$ cat config.mk
export PLATFORM = sky130hd
export DESIGN_NAME = traffic_light_ctrl
export DESIGN_NICKNAME = d
export VERILOG_FILES = /design/src/rtl/tlc_pkg.sv /design/src/rtl/tick_gen.sv /design/src/rtl/traffic_light_ctrl.sv
export SDC_FILE = /design/constraint.sdc
export NUM_CORES = 1
export LEC_CHECK = 0
export CAP_MARGIN = 20
export CORE_ASPECT_RATIO = 1.25
export CORE_UTILIZATION = 51
export CTS_CLUSTER_DIAMETER = 150
export CTS_CLUSTER_SIZE = 12
export DETAILED_ROUTE_END_ITERATION = 12
export DONT_BUFFER_PORTS = 1
export PLACE_DENSITY_LB_ADDON = 0.08
export REMOVE_ABC_BUFFERS = 1
export SLEW_MARGIN = 20
export SYNTH_ARGS = -nofsm -noshare
export SYNTH_HDL_FRONTEND = slang
export SYNTH_HIERARCHICAL = 1
export SYNTH_SLANG_ARGS = --single-unit
$ cat constraint.sdc
create_clock -name clk -period 2.75 [get_ports clk]
set_input_delay 0.55 -clock clk [delete_from_list [all_inputs] [get_ports clk]]
set_output_delay 0.55 -clock clk [all_outputs]
set_load 0.02 [all_outputs]
$ cat src/rtl/tlc_pkg.sv
// rtl/tlc_pkg.sv - shared state encodings and light constants for traffic_light_ctrl
package tlc_pkg;

    typedef enum logic [2:0] {
        NS_GREEN  = 3'd0,
        NS_YELLOW = 3'd1,
        ALL_RED_1 = 3'd2,
        EW_GREEN  = 3'd3,
        EW_YELLOW = 3'd4,
        ALL_RED_2 = 3'd5,
        PED_WALK  = 3'd6
    } tlc_state_e;

    localparam logic [2:0] LIGHT_RED = 3'b100;
    localparam logic [2:0] LIGHT_YEL = 3'b010;
    localparam logic [2:0] LIGHT_GRN = 3'b001;

    function automatic logic [2:0] ns_light_of(input tlc_state_e s);
        case (s)
            NS_GREEN:  return LIGHT_GRN;
            NS_YELLOW: return LIGHT_YEL;
            default:   return LIGHT_RED;
        endcase
    endfunction

    function automatic logic [2:0] ew_light_of(input tlc_state_e s);
        case (s)
            EW_GREEN:  return LIGHT_GRN;
            EW_YELLOW: return LIGHT_YEL;
            default:   return LIGHT_RED;
        endcase
    endfunction

endpackage

$ cat src/rtl/tick_gen.sv
// rtl/tick_gen.sv - divides clk by CLK_FREQ/TICK_HZ into a one-cycle tick, frozen while enable is low
module tick_gen #(
    parameter int CLK_FREQ = 50_000_000,
    parameter int TICK_HZ  = 1
) (
    input  logic clk,
    input  logic rst,
    input  logic enable,
    output logic tick
);

    localparam int DIV = CLK_FREQ / TICK_HZ;
    localparam int CW  = $clog2(DIV);
    localparam logic [CW-1:0] LAST = CW'(DIV - 1);

    logic [CW-1:0] cnt_q, cnt_d;

    always_comb begin
        cnt_d = cnt_q;
        if (enable) begin
            cnt_d = (cnt_q == LAST) ? '0 : cnt_q + 1'b1;
        end
    end

    assign tick = enable && (cnt_q == LAST);

    always_ff @(posedge clk or negedge rst) begin
        if (!rst) begin
            cnt_q <= '0;
        end else begin
            cnt_q <= cnt_d;
        end
    end

endmodule

$ cat src/rtl/traffic_light_ctrl.sv
// rtl/traffic_light_ctrl.sv - two-way intersection sequencer; pedestrian phase built only with TLC_PED_EN
module traffic_light_ctrl
    import tlc_pkg::*;
#(
    parameter int CLK_FREQ = 50_000_000,
    parameter int TICK_HZ  = 1,
    parameter int T_GREEN  = 10,
    parameter int T_YELLOW = 3,
    parameter int T_ALLRED = 1,
    parameter int T_PED    = 8
) (
    input  logic       clk,
    input  logic       rst,
    input  logic       enable,
    input  logic       ped_req,
    output logic [2:0] ns_light,
    output logic [2:0] ew_light,
    output logic       ped_walk,
    output logic [2:0] phase,
    output logic       tick
);

    localparam int T_MAX = (T_GREEN > T_YELLOW ? T_GREEN : T_YELLOW) >
                           (T_ALLRED > T_PED ? T_ALLRED : T_PED) ?
                           (T_GREEN > T_YELLOW ? T_GREEN : T_YELLOW) :
                           (T_ALLRED > T_PED ? T_ALLRED : T_PED);
    localparam int TW = $clog2(T_MAX) + 1;

    tlc_state_e     state_q, state_d;
    logic [TW-1:0]  timer_q, timer_d;
    logic [2:0]     ns_q, ew_q;

    // Timer holds ticks remaining minus one, so a state lasts exactly T_x ticks.
    function automatic logic [TW-1:0] load_of(input tlc_state_e s);
        case (s)
            NS_GREEN, EW_GREEN:   return TW'(T_GREEN - 1);
            NS_YELLOW, EW_YELLOW: return TW'(T_YELLOW - 1);
            ALL_RED_1, ALL_RED_2: return TW'(T_ALLRED - 1);
            PED_WALK:             return TW'(T_PED - 1);
            default:              return '0;
        endcase
    endfunction

    tick_gen #(
        .CLK_FREQ (CLK_FREQ),
        .TICK_HZ  (TICK_HZ)
    ) u_tick_gen (
        .clk    (clk),
        .rst    (rst),
        .enable (enable),
        .tick   (tick)
    );

`ifdef TLC_PED_EN
    logic pend_q, pend_d, walk_q;
`else
    logic unused_ped_req;
    assign unused_ped_req = ped_req;
`endif

    always_comb begin
        state_d = state_q;
        timer_d = timer_q;
`ifdef TLC_PED_EN
        pend_d  = pend_q;
        if (ped_req && state_q != PED_WALK) begin
            pend_d = 1'b1;
        end
`endif
        if (tick) begin
            if (timer_q == '0) begin
                case (state_q)
                    NS_GREEN:  state_d = NS_YELLOW;
                    NS_YELLOW: state_d = ALL_RED_1;
                    ALL_RED_1: state_d = EW_GREEN;
                    EW_GREEN:  state_d = EW_YELLOW;
                    EW_YELLOW: state_d = ALL_RED_2;
`ifdef TLC_PED_EN
                    // A request arriving on the exit cycle itself still earns the walk.
                    ALL_RED_2: state_d = (pend_q || ped_req) ? PED_WALK : NS_GREEN;
`else
                    ALL_RED_2: state_d = NS_GREEN;
`endif
                    default:   state_d = NS_GREEN;
                endcase
                timer_d = load_of(state_d);
            end else begin
                timer_d = timer_q - 1'b1;
            end
        end
`ifdef TLC_PED_EN
        if (state_d == PED_WALK && state_q != PED_WALK) begin
            pend_d = 1'b0;
        end
`endif
    end

    always_ff @(posedge clk or negedge rst) begin
        if (!rst) begin
            state_q <= ALL_RED_2;
            timer_q <= '0;
            ns_q    <= LIGHT_RED;
            ew_q    <= LIGHT_RED;
`ifdef TLC_PED_EN
            pend_q  <= 1'b0;
            walk_q  <= 1'b0;
`endif
        end else begin
            state_q <= state_d;
            timer_q <= timer_d;
            ns_q    <= ns_light_of(state_d);
            ew_q    <= ew_light_of(state_d);
`ifdef TLC_PED_EN
            pend_q  <= pend_d;
            walk_q  <= (state_d == PED_WALK);
`endif
        end
    end

    assign ns_light = ns_q;
    assign ew_light = ew_q;
    assign phase    = state_q;
`ifdef TLC_PED_EN
    assign ped_walk = walk_q;
`else
    assign ped_walk = 1'b0;
`endif

endmodule
==> key figures <==
Floorplanning
  • Die Area: 4520 µm²
  • Core Rows: 26
  • Die Width: 60.3 µm
  • Starting utilization of the core area: 0.533
  • Std-Cell Core Area: 4070 µm²
  • Number of ports placed on the die boundary: 15
  • Height of the die: 74.9 µm

Worst setup path
  • Classification of the worst setup path: register to primary output
  • Setup crit start kind: register
  • Maximum fanout encountered on the critical timing path: 24
  • Critical path endpoint category: primary output
  • Slack of the worst reg-to-reg path: 270 ps
  • Data required, critical path: 2200 ps
  • Capture point of the worst reg-to-reg path: timer_q[1]$_DFFE_PN0P_
  • Length in cells of the worst reg-to-reg path: 6
  • Arrival time at the worst endpoint: 2020 ps
  • Launching point of the worst reg2reg path: u_tick_gen/cnt_q[7]$_DFFE_PN0P_

Cells and area
  • Number of fillers in the final layout: 364
  • Total inserted antenna cells: 0
  • Synthesis-to-layout area growth: 8.31%
  • Final design utilization: 0.578
  • Fraction of final layout cells sized beyond drive strength 1: 0.132
  • Layout net count: 219

Drt
  • Post-detailed-routing wire length: 4290 µm
  • DR pass1 iterations: 4
  • WL/cell: 16.0 µm
  • Via density per instance: 5.97
  • Iteration-0 DRC Markers: 115
  • Post-route DRC: 0
  • Remaining antenna violation count: 0
  • Routed vias: 1601

Clocking
  • Number of buffers created by CTS: 5
  • Clk_lat worst skew: 300 ps
  • Clock buffer depth: 2
  • PostCTS Resize Cnt: 0
  • Number of levels the H-tree was split into: 2
  • CTS tree: yes
  • Post-CTS clock slew at the launch and capture registers of the worst setup and hold paths: 90 ps
  • Cell chosen for the clock root: sky130_fd_sc_hd__clkbuf_8
  • Number of sinks on the clock net: 40

Timing
  • Setup repair after global routing missed its margin: no
  • Clock skew: 12.3 ps
  • Final Hold Vio Count: 0
  • Worst rel slew slack: 0.664
  • Final Slew Violations: 0
  • Worst slew pin tran: 503 ps
  • Number of setup violations in the final report: 0
  • Worst hold margin: 79.9 ps
  • Min Tclk post-route: 2570 ps
  • Period utilization: 0.933
  • Top achievable clock speed: 390 MHz

Global route
  • Total overflow reported by the global router: 0
  • Wire length of the first global-routing pass: 7130 µm
  • Maximum number of pins on one net before global-route repair: 37
  • Number of global-route vias before repair: 1540
  • GRT Overall Usage: 0.214
  • Initial antenna violation count: 0

Synth
  • Top cells by area in the synthesized netlist: sky130_fd_sc_hd__dfrtp_1 (42%), sky130_fd_sc_hd__dfstp_2 (4.8%), sky130_fd_sc_hd__a21oi_1 (3.0%)
  • Predominant post-synthesis flop cell: sky130_fd_sc_hd__dfrtp_1
  • Cell type contributing the most total cell area after synthesis: sky130_fd_sc_hd__dfrtp_1
  • Post-synthesis sequential element count: 40
  • Leading cell types by count after synthesis: sky130_fd_sc_hd__dfrtp_1 (36), sky130_fd_sc_hd__a21oi_1 (13), sky130_fd_sc_hd__nand2_1 (13), sky130_fd_sc_hd__o21ai_0 (11), sky130_fd_sc_hd__inv_1 (10)
  • Share of the synthesized area in the top cell type: 0.415
  • Post-Syn Area per Cell: 10.3 µm²
  • Number of cells produced by synthesis: 211
  • Post-synth cell types: 51
  • Library cell with the highest instance count after synthesis: sky130_fd_sc_hd__dfrtp_1
  • Yosys warnings: 6
  • Number of synthesized flops with an enable pin: 0
  • Summed instance area of the synthesized netlist: 2170 µm²
  • Fraction of synthesis flops using an asynchronous set or reset pin: 1.00
  • Share of synthesized area occupied by flip-flops and latches: 0.464

Run status
  • Result of the run: complete, no violations

Power
  • Power density over the cells: 590 nW/µm²
  • Power, Total: 0.00139 W
  • Worst VDD drop: 0.384 mV
  • LEAKAGE: 0.968 nW

Worst hold path
  • Hold Path Class: input port to async pin

Placed design
  • Gpl congestion: 0.797
  • HPWL reported at the end of detailed placement: 2910 µm
  • IO buf count: 0

Job
  • MaxCap Viol Count: 0
==> report_power, final <==
group / leakage, nW / total [W] / switching [W] / internal, W
registers: 0.507 / 0.000724 / 0.0000852 / 0.000639
logic: 0.400 / 0.000155 / 0.0000849 / 0.0000698
clock network: 0.0614 / 0.000507 / 0.000210 / 0.000297
total: 0.968 / 0.00139 / 0.000380 / 0.00101
==> logic make-up (layout without fill, tap and decap cells) <==
kind of cell / count (synthesis) / after routing / synth area share
adders and majority gates: 4 / 4 / 0.0231
AOI/OAI and AO/OA: 48 / 48 / 0.145
muxes: 10 / 10 / 0.0519
and+or+nand+nor: 79 / 79 / 0.230
other: 1 / 1 / 0.00173
DFF: 40 / 40 / 0.464
buffers and inverters: 19 / 20 / 0.0438
xor gates and xnor gates: 10 / 10 / 0.0404
==> per-layer routing <==
| metal | share of wire | track usage |
|---|---|---|
| met5 | 0 | 0 |
| met4 | 0.026 | 0.0982 |
| met3 | 0.033 | 0.0567 |
| met2 | 0.51 | 0.361 |
| met1 | 0.43 | 0.251 |
==> registers in the layout, summed over array words and instances (netlist names) <==
register and flops:
timer_q 5, phase 3, ns_light 3, ew_light 3, u_tick_gen/cnt_q 26
==> timing repair <==
item	4_1_cts	5_1_grt
hold buffers	1	0
hold endpoints to repair	36	0
buffers inserted	0	0
==> worst max-delay path: stages (launching register included) <==
cell and delay, ps:
sky130_fd_sc_hd__dfrtp_1 460, sky130_fd_sc_hd__nor4b_1 340, sky130_fd_sc_hd__nand4b_1 270, sky130_fd_sc_hd__nor4_2 420, sky130_fd_sc_hd__buf_12 220
==> cell type report <==
| type | count | area, µm² | share of cell area |
|---|---|---|---|
| inverters | 10 | 37.5 | 0.0160 |
| flip-flops and latches | 40 | 1010 | 0.428 |
| repair buffers | 2 | 40.0 | 0.0170 |
| well taps | 56 | 70.1 | 0.0298 |
| multi-input cells | 152 | 1070 | 0.457 |
| clock inverters | 2 | 38.8 | 0.0165 |
| clock buffers | 6 | 82.6 | 0.0352 |
==> how the worst max path moves through the flow <==
stage	slack, ps	to	start	cells past startpoint
after floorplan	-1500	timer_q[4]$_DFFE_PN0P_	u_tick_gen/cnt_q[0]$_DFFE_PN0P_	7
after global placement	310	timer_q[1]$_DFFE_PN0P_	u_tick_gen/cnt_q[1]$_DFFE_PN0P_	7
after detailed placement	280	timer_q[1]$_DFFE_PN0P_	u_tick_gen/cnt_q[0]$_DFFE_PN0P_	7
after CTS	170	tick	u_tick_gen/cnt_q[0]$_DFFE_PN0P_	5
after global routing	20	tick	u_tick_gen/cnt_q[1]$_DFFE_PN0P_	5
final	180	tick	u_tick_gen/cnt_q[7]$_DFFE_PN0P_	4
==> through the flow <==
step / instance area, µm² / setup WS (ps) / std cells / TNS [ps]
floorplan: 2110 / -1500 / 202 / -27020
global placement: 2210 / 308 / 259 / 0
detailed placement: 2210 / 281 / 259 / 0
CTS: 2350 / 166 / 268 / 0
global route: 2350 / 24.4 / 268 / 0
finish: 2350 / 185 / 268 / 0
==> cells in the final DEF (no fill, tap or decap), types with 2 or more instances in the layout <==
| master | instances |
|---|---|
| sky130_fd_sc_hd__dfrtp_1 | 36 |
| sky130_fd_sc_hd__xor2_1 | 7 |
| sky130_fd_sc_hd__and3_1 | 2 |
| sky130_fd_sc_hd__nand3_2 | 2 |
| sky130_fd_sc_hd__ha_1 | 4 |
| sky130_fd_sc_hd__or4_4 | 3 |
| sky130_fd_sc_hd__mux2i_1 | 6 |
| sky130_fd_sc_hd__or4_1 | 3 |
| sky130_fd_sc_hd__nand3_1 | 8 |
| sky130_fd_sc_hd__inv_1 | 10 |
| sky130_fd_sc_hd__nor4b_1 | 2 |
| sky130_fd_sc_hd__a21oi_1 | 13 |
| sky130_fd_sc_hd__clkbuf_8 | 6 |
| sky130_fd_sc_hd__dfstp_2 | 4 |
| sky130_fd_sc_hd__nand2_1 | 13 |
| sky130_fd_sc_hd__nor2b_1 | 4 |
| sky130_fd_sc_hd__o2bb2ai_1 | 2 |
| sky130_fd_sc_hd__or3_1 | 6 |
| sky130_fd_sc_hd__buf_12 | 2 |
| sky130_fd_sc_hd__mux2_4 | 2 |
| sky130_fd_sc_hd__o41ai_1 | 2 |
| sky130_fd_sc_hd__o31ai_1 | 5 |
| sky130_fd_sc_hd__nand4_1 | 3 |
| sky130_fd_sc_hd__nor4_1 | 5 |
| sky130_fd_sc_hd__nand4b_1 | 2 |
| sky130_fd_sc_hd__a31oi_1 | 3 |
| sky130_fd_sc_hd__mux2_2 | 2 |
| sky130_fd_sc_hd__o21ai_0 | 11 |
| sky130_fd_sc_hd__nor3_1 | 8 |
| sky130_fd_sc_hd__a22o_1 | 2 |
| sky130_fd_sc_hd__xnor2_1 | 3 |
| sky130_fd_sc_hd__and4_1 | 2 |
| sky130_fd_sc_hd__o31a_1 | 2 |
| sky130_fd_sc_hd__nor2_1 | 9 |
Note: power is estimated with default switching activity, not from simulation.
